**config.mk**
```make
export PLATFORM = sky130hd
export DESIGN_NAME = key_event_ctrl
export DESIGN_NICKNAME = d
export VERILOG_FILES = /design/src/rtl/key_evt_pkg.sv /design/src/rtl/key_evt_fifo.sv /design/src/rtl/key_event_ctrl.sv
export SDC_FILE = /design/constraint.sdc
export NUM_CORES = 1
export LEC_CHECK = 0
export ABC_AREA = 1
export CAP_MARGIN = 20
export CORE_ASPECT_RATIO = 0.6
export CORE_UTILIZATION = 65
export CTS_BUF_LIST = sky130_fd_sc_hd__clkbuf_4
export CTS_CLUSTER_SIZE = 28
export DETAILED_ROUTE_END_ITERATION = 10
export GPL_TIMING_DRIVEN = 0
export MAX_ROUTING_LAYER = met4
export PLACE_DENSITY = 0.79
export SETUP_SLACK_MARGIN = 0.02
export SYNTH_ARGS = -nofsm -noshare
export SYNTH_HDL_FRONTEND = slang
export SYNTH_HIERARCHICAL = 1
export SYNTH_SLANG_ARGS = --single-unit
export TNS_END_PERCENT = 50
```
**constraint.sdc**
```tcl
create_clock -name sys_clk -period 3 [get_ports sys_clk]
set_input_delay 0.45 -clock sys_clk [delete_from_list [all_inputs] [get_ports sys_clk]]
set_output_delay 0.45 -clock sys_clk [all_outputs]
set_load 0.05 [all_outputs]
```
**src/rtl/key_evt_pkg.sv**
```systemverilog
// key_evt_pkg: shared encodings, event record and default timing constants
// for the key event controller.
package key_evt_pkg;

  // Event type as seen on the evt_type output
  typedef enum logic [1:0] {
    EVT_RELEASE = 2'b00,
    EVT_PRESS   = 2'b01,
    EVT_LONG    = 2'b10,
    EVT_REPEAT  = 2'b11
  } evt_type_t;

  // Per-key state machine states
  typedef enum logic [1:0] {
    ST_IDLE   = 2'b00,
    ST_HELD   = 2'b01,
    ST_REPEAT = 2'b10
  } key_state_t;

  // One queued event: which key and what happened
  typedef struct packed {
    logic [1:0] key;
    logic [1:0] etype;
  } key_evt_t;

  // Default timing: 50 MHz clock, 1 ms tick
  localparam int DEF_TICK_DIV   = 50_000;
  localparam int DEF_LONG_MS    = 1000;
  localparam int DEF_REPEAT_MS  = 200;
  localparam int DEF_FIFO_DEPTH = 4;

endpackage

```
**src/rtl/key_evt_fifo.sv**
```systemverilog
// key_evt_fifo: small show-ahead event FIFO. The head entry is always visible
// on head; push and pop may happen in the same cycle, even when full.
module key_evt_fifo
  import key_evt_pkg::*;
#(
  parameter int DEPTH = DEF_FIFO_DEPTH
) (
  input  logic     sys_clk,
  input  logic     sys_rstn,
  input  logic     push,
  input  key_evt_t push_data,
  input  logic     pop,
  output key_evt_t head,
  output logic     empty,
  output logic     full
);

  localparam int AW = (DEPTH > 1) ? $clog2(DEPTH) : 1;
  localparam int CW = AW + 1;

  key_evt_t        mem [DEPTH];
  logic [AW-1:0]   wr_ptr_reg;
  logic [AW-1:0]   rd_ptr_reg;
  logic [CW-1:0]   count_reg;
  logic            do_push;
  logic            do_pop;

  assign empty   = (count_reg == '0);
  assign full    = (count_reg == CW'(DEPTH));
  assign do_pop  = pop && !empty;
  // A full FIFO still accepts a push when the head leaves in the same cycle
  assign do_push = push && (!full || do_pop);
  assign head    = mem[rd_ptr_reg];

  // Storage write; contents need no reset since count gates visibility
  always_ff @(posedge sys_clk) begin
    if (do_push) begin
      mem[wr_ptr_reg] <= push_data;
    end
  end

  // Pointers wrap naturally at the power-of-two depth; count tracks occupancy
  always_ff @(posedge sys_clk or negedge sys_rstn) begin
    if (!sys_rstn) begin
      wr_ptr_reg <= '0;
      rd_ptr_reg <= '0;
      count_reg  <= '0;
    end else begin
      if (do_push) wr_ptr_reg <= wr_ptr_reg + 1'b1;
      if (do_pop)  rd_ptr_reg <= rd_ptr_reg + 1'b1;
      case ({do_push, do_pop})
        2'b10:   count_reg <= count_reg + 1'b1;
        2'b01:   count_reg <= count_reg - 1'b1;
        default: count_reg <= count_reg;
      endcase
    end
  end

endmodule

```
**src/rtl/key_event_ctrl.sv**
```systemverilog
// key_event_ctrl: turns four debounced active-low key levels into timed
// PRESS / LONG / REPEAT / RELEASE events, serialised through a fixed-priority
// arbiter into a show-ahead FIFO with a valid/ready output.
// Build option: define KEY_EVT_REPEAT_EN to enable auto-repeat after LONG.
module key_event_ctrl
  import key_evt_pkg::*;
#(
  parameter int TICK_DIV   = DEF_TICK_DIV,
  parameter int LONG_MS    = DEF_LONG_MS,
  parameter int REPEAT_MS  = DEF_REPEAT_MS,
  parameter int FIFO_DEPTH = DEF_FIFO_DEPTH
) (
  input  logic       sys_clk,
  input  logic       sys_rstn,
  input  logic [3:0] key_level,
  output logic       evt_valid,
  input  logic       evt_ready,
  output logic [1:0] evt_key,
  output logic [1:0] evt_type,
  output logic       evt_overflow,
  input  logic       clr_overflow
);

  localparam int          TICK_W  = (TICK_DIV > 1) ? $clog2(TICK_DIV) : 1;
  localparam logic [15:0] LONG_16 = 16'(LONG_MS);

  logic [TICK_W-1:0] tick_cnt_reg;
  logic              tick;
  logic [3:0]        level_reg;
  logic [3:0]        prev_level_reg;
  logic [3:0]        fall;
  logic [3:0]        rise;
  logic [3:0]        raise;
  logic [3:0][1:0]   raise_type;
  logic [3:0]        pend_valid_reg;
  logic [3:0][1:0]   pend_type_reg;
  logic [3:0]        grant;
  logic [1:0]        grant_idx;
  logic [3:0]        drop;
  logic              ovf_reg;
  logic              fifo_empty;
  logic              fifo_full;
  logic              fifo_pop;
  logic              push_ok;
  key_evt_t          push_evt;
  key_evt_t          head_evt;

  assign tick = (tick_cnt_reg == TICK_W'(TICK_DIV - 1));

  // Free-running millisecond prescaler
  always_ff @(posedge sys_clk or negedge sys_rstn) begin
    if (!sys_rstn) tick_cnt_reg <= '0;
    else if (tick) tick_cnt_reg <= '0;
    else           tick_cnt_reg <= tick_cnt_reg + 1'b1;
  end

  // Sample the levels, keep the previous sample for edge detection; both reset
  // to released so a key held through reset yields a fresh PRESS
  always_ff @(posedge sys_clk or negedge sys_rstn) begin
    if (!sys_rstn) begin
      level_reg      <= 4'hF;
      prev_level_reg <= 4'hF;
    end else begin
      level_reg      <= key_level;
      prev_level_reg <= level_reg;
    end
  end

  assign fall = prev_level_reg & ~level_reg;
  assign rise = ~prev_level_reg & level_reg;

  genvar gi;
  generate
    for (gi = 0; gi < 4; gi++) begin : g_key
      key_state_t  state_reg;
      key_state_t  state_next;
      logic [15:0] ms_cnt_reg;
      logic [15:0] ms_cnt_next;
      logic [15:0] ms_inc;
      logic        ev_raise;
      evt_type_t   ev_type;

      assign ms_inc = (ms_cnt_reg == 16'hFFFF) ? ms_cnt_reg : ms_cnt_reg + 16'd1;

      // Key FSM state and saturating ms counter
      always_ff @(posedge sys_clk or negedge sys_rstn) begin
        if (!sys_rstn) begin
          state_reg  <= ST_IDLE;
          ms_cnt_reg <= '0;
        end else begin
          state_reg  <= state_next;
          ms_cnt_reg <= ms_cnt_next;
        end
      end

      // Next state and event generation; release beats a same-cycle timer event
      always_comb begin
        state_next  = state_reg;
        ms_cnt_next = ms_cnt_reg;
        ev_raise    = 1'b0;
        ev_type     = EVT_RELEASE;
        case (state_reg)
          ST_IDLE: begin
            if (fall[gi]) begin
              ev_raise    = 1'b1;
              ev_type     = EVT_PRESS;
              ms_cnt_next = '0;
              state_next  = ST_HELD;
            end
          end
          ST_HELD: begin
            if (rise[gi]) begin
              ev_raise   = 1'b1;
              ev_type    = EVT_RELEASE;
              state_next = ST_IDLE;
            end else if (tick) begin
              ms_cnt_next = ms_inc;
              if (ms_inc == LONG_16) begin
                ev_raise = 1'b1;
                ev_type  = EVT_LONG;
`ifdef KEY_EVT_REPEAT_EN
                ms_cnt_next = '0;
                state_next  = ST_REPEAT;
`else
                // Park the counter at all-ones so LONG cannot match again
                ms_cnt_next = 16'hFFFF;
`endif
              end
            end
          end
          ST_REPEAT: begin
`ifdef KEY_EVT_REPEAT_EN
            if (rise[gi]) begin
              ev_raise   = 1'b1;
              ev_type    = EVT_RELEASE;
              state_next = ST_IDLE;
            end else if (tick) begin
              ms_cnt_next = ms_inc;
              if (ms_inc == 16'(REPEAT_MS)) begin
                ev_raise    = 1'b1;
                ev_type     = EVT_REPEAT;
                ms_cnt_next = '0;
              end
            end
`else
            state_next = ST_IDLE;
`endif
          end
          default: state_next = ST_IDLE;
        endcase
      end

      assign raise[gi]      = ev_raise;
      assign raise_type[gi] = ev_type;
    end
  endgenerate

`ifndef KEY_EVT_REPEAT_EN
  logic [15:0] unused_repeat_ms;
  assign unused_repeat_ms = 16'(REPEAT_MS);
`endif

  assign fifo_pop = !fifo_empty && evt_ready;
  assign push_ok  = !fifo_full || fifo_pop;

  // Fixed-priority arbiter: lowest-numbered pending key wins
  always_comb begin
    grant     = '0;
    grant_idx = '0;
    if (push_ok) begin
      for (int i = 3; i >= 0; i--) begin
        if (pend_valid_reg[i]) begin
          grant     = '0;
          grant[i]  = 1'b1;
          grant_idx = 2'(i);
        end
      end
    end
  end

  // A slot leaving through the arbiter this cycle counts as free again
  assign drop = raise & pend_valid_reg & ~grant;

  // Pending slots: accept new events into free slots, clear granted ones
  always_ff @(posedge sys_clk or negedge sys_rstn) begin
    if (!sys_rstn) begin
      pend_valid_reg <= '0;
      pend_type_reg  <= '0;
    end else begin
      for (int i = 0; i < 4; i++) begin
        if (raise[i] && !drop[i]) begin
          pend_valid_reg[i] <= 1'b1;
          pend_type_reg[i]  <= raise_type[i];
        end else if (grant[i]) begin
          pend_valid_reg[i] <= 1'b0;
        end
      end
    end
  end

  // Sticky overflow flag; a new drop wins over a clear request
  always_ff @(posedge sys_clk or negedge sys_rstn) begin
    if (!sys_rstn)         ovf_reg <= 1'b0;
    else if (|drop)        ovf_reg <= 1'b1;
    else if (clr_overflow) ovf_reg <= 1'b0;
  end

  assign push_evt.key   = grant_idx;
  assign push_evt.etype = pend_type_reg[grant_idx];

  key_evt_fifo #(
    .DEPTH (FIFO_DEPTH)
  ) u_fifo (
    .sys_clk   (sys_clk),
    .sys_rstn  (sys_rstn),
    .push      (|grant),
    .push_data (push_evt),
    .pop       (fifo_pop),
    .head      (head_evt),
    .empty     (fifo_empty),
    .full      (fifo_full)
  );

  // Outputs read zero while the FIFO is empty
  assign evt_valid    = !fifo_empty;
  assign evt_key      = fifo_empty ? 2'b00 : head_evt.key;
  assign evt_type     = fifo_empty ? 2'b00 : head_evt.etype;
  assign evt_overflow = ovf_reg;

endmodule
```
==> impl_metrics.yaml <==
worst_setup_path:
  path_cells: "inv_1 > o21ai_0 > o21ai_0 > inv_1 > nor2_1 > clkdlybuf4s50_1"
  crit_path_max_incr_delay_ns: 0.80
  path_max_fanout: 9
  r2r-end: "g_key[2].ms_cnt_reg[11]$_DFFE_PN0P_"
  crit-reg2reg-launch: "tick_cnt_reg[0]$_DFF_PN0_"
  regToRegSetupSlack_ns: 0.22
  crit_path_start: "u_fifo/rd_ptr_reg[1]$_DFFE_PN0P_"
  crit_path_end: "evt_type[1]"
  critPathKind: "reg2out"
  critPathArrivalTime_ns: 2.41
  required_ns: 2.55
  slowest_stage: "clkdlybuf4s50_1"
  end_kind: "primary output"
  reg2regPathDepth: 9
  crit_path_start_kind: "register"
route:
  totalWireLength_um: 18200
  viasPerCell: 5.66
  drc_errors: 0
  first_pass_iters: 5
  wl_per_cell_um: 14.6
  drtIter0Drc: 806
  postRouteAntennaNets: 0
  vias: 7034
global_route:
  antenna_found_initial: 0
  grt_pass1_vias: 6416
  grt_util_met1_pct: 50.7
  gr-usage-met2_pct: 45.1
  grt_usage_pct: 33.3
  grt_start_max_net_pins: 72
  grt_pass1_wl_um: 31100
  grt_overflow_total: 0
  grt_use_met3_pct: 6.57
  grt_busiest_layer: "met1"
die:
  die_x_um: 142
  die_y_um: 86.3
  io_pins: 14
  fp-row-count: 30
  initial_core_util_pct: 67.4
  die_area_sq_um: 12300
  core_sq_um: 11400
layout:
  antenna-diode-count: 0
  final_cell_mix: "nand2_1 (273), inv_1 (137), nor2_1 (117)"
  final_design_area_no_fill_sq_um: 8390
  largest_register_ffs: 64
  layout-drive-gt1-share_pct: 9.33
  area_delta_synth_final_pct: 9.06
  utilization_pct: 73.5
  fin_nets: 1088
  final_common_cell: "nand2_1"
pwr:
  power_density_nw_per_um2: 581
  power_mw: 4.87
  ir_drop_mv: 0.327
  p_leak_nw: 3.90
synthesis:
  synthTopCellsByArea: "dfrtp_1 (34%), nand2_1 (13%), inv_1 (6.7%)"
  synth_fp_nets: 1054
  ys_seq_area_share_pct: 42.8
  postSynthAreaPerCell_sq_um: 7.43
  async_flop_share_pct: 87.5
  ys_ff_latch: 128
  synth.distinct_cells: 47
  yosys_warnings: 6
  synth_area_sq_um: 7690
  yosys.area.top_type_share_pct: 33.8
  synth_flop_cell: "dfrtp_1"
  synth-edff-count: 16
  syn_inst: 1035
  synth_largest_area_cell: "dfrtp_1"
timing:
  setup_viol: 0
  worstMarginPinSlew_ns: 0.566
  skew_ns: 0.0235
  maxSlewHeadroom_pct: 61.9
  rsz0062_at_grt: "false"
  fin_crit_ns: 2.86
  final_hold_viol_count: 0
  clock.fmax_ghz: 0.350
  layout_worst_path_cycle_share_pct: 95.2
  layout_setup_ws_ns: 0.143
  drv_slew: 0
flow_run:
  max-cap-violations: 0
clocking:
  cts_tree: "done"
  numCtsBuffers: 17
  cts_root_buf: "clkbuf_4"
  clock_path_buffers: 2
  path_clk_slew_ns: 0.11
  clk_latency_ns: 0.54
  clock-sinks: 128
  cts_htree_levels: 4
hold_path:
  hold_class: "in2reg"
  whs_path_depth: 1
  worstHoldStart: "key_level[3]"
placed_design:
  gp_congestion: 0.977
  io_buffers: 13
  dpl_cell_area_sq_um: 8050
  dp_hpwl_um: 13400
  pre_cts_slack_ns: -0.0876
outcome:
  status: "complete, no violations"
## cell type report
type                            instances  area (sq um)
Buffer                                 11          56.3
Clock buffer                           17           128
Clock inverter                         15           190
Fill cell                             908          3020
Inverter                              152           577
Multi-Input combinational cell        744          3770
Sequential cell                       128          3290
Tap cell                              160           200
Timing Repair Buffer                   15           170
## how the worst min path moves through the flow
stage / slack, ns / end
final: 0.32 / level_reg[3]$_DFF_PN1_
after global routing: 0.29 / level_reg[2]$_DFF_PN1_
after CTS: 0.30 / level_reg[3]$_DFF_PN1_
after detailed placement: 0.37 / prev_level_reg[3]$_DFF_PN1_
after global placement: 0.37 / prev_level_reg[3]$_DFF_PN1_
after floorplan: 0.15 / evt_overflow$_DFFE_PN0P_
## power by group
part	leakage [nW]	internal, mW	switching [mW]
Clock	0.165	0.657	0.674
Sequential	1.64	2.05	0.135
Combinational	2.10	0.417	0.938
## critical path: cells and delay by family (launching register included)
kind / cells / cell delay [ns]
AOI/OAI and AO/OA: 2 / 0.31
and+or+nand+nor: 1 / 0.08
DFF: 1 / 0.42
buffers and inverters: 3 / 1.08
## cell usage after synthesis, drive strengths merged, types with 2 or more instances
cell and number:
xor2 23, xnor2 2, nand3 93, nor3 19
nor2 138, nand2 284, buf 5, nand4 28
dfstp 8, nor4 4, clkinv 4, edfxtp 16
o211ai 18, o22ai 9, a21oi 19, o221ai 14
ha 10, dfrtp 104, clkbuf 6, o21ai 72
inv 148
## cells by family after synthesis
logic type | after synthesis | share of synthesized area [%]
AO/OA/AOI/OAI | 141 | 11.1
flip-flops | 128 | 42.8
XOR/XNOR | 25 | 2.85
AND/OR/NAND/NOR | 567 | 33.2
adder cells (fa/ha/maj) | 11 | 1.89
buffers and inverters | 163 | 8.18
## layer usage
layer	routed length, um	vias up
li1	-	3481
met1	9130	3230
met2	7380	305
met3	1520	18
met4	143	0
met5	0	-
## through the flow
step / setup TNS [ns] / hold WS, ns / cells
2_1_floorplan: 0 / 0.154 / 1035
3_3_place_gp: -305.41 / 0.369 / 1208
3_5_place_dp: -0.617 / 0.375 / 1209
4_1_cts: 0 / 0.295 / 1242
5_1_grt: 0 / 0.286 / 1242
6_report: 0 / 0.319 / 1242
## repair_timing
item | in CTS | in global routing
setup endpoints to repair | 0 | 12
hold buffers | 1 | 0
buffers inserted | 0 | 0
hold endpoints to repair | 40 | 0
resized for setup | 0 | 5
(Power assumes the default switching activity.)
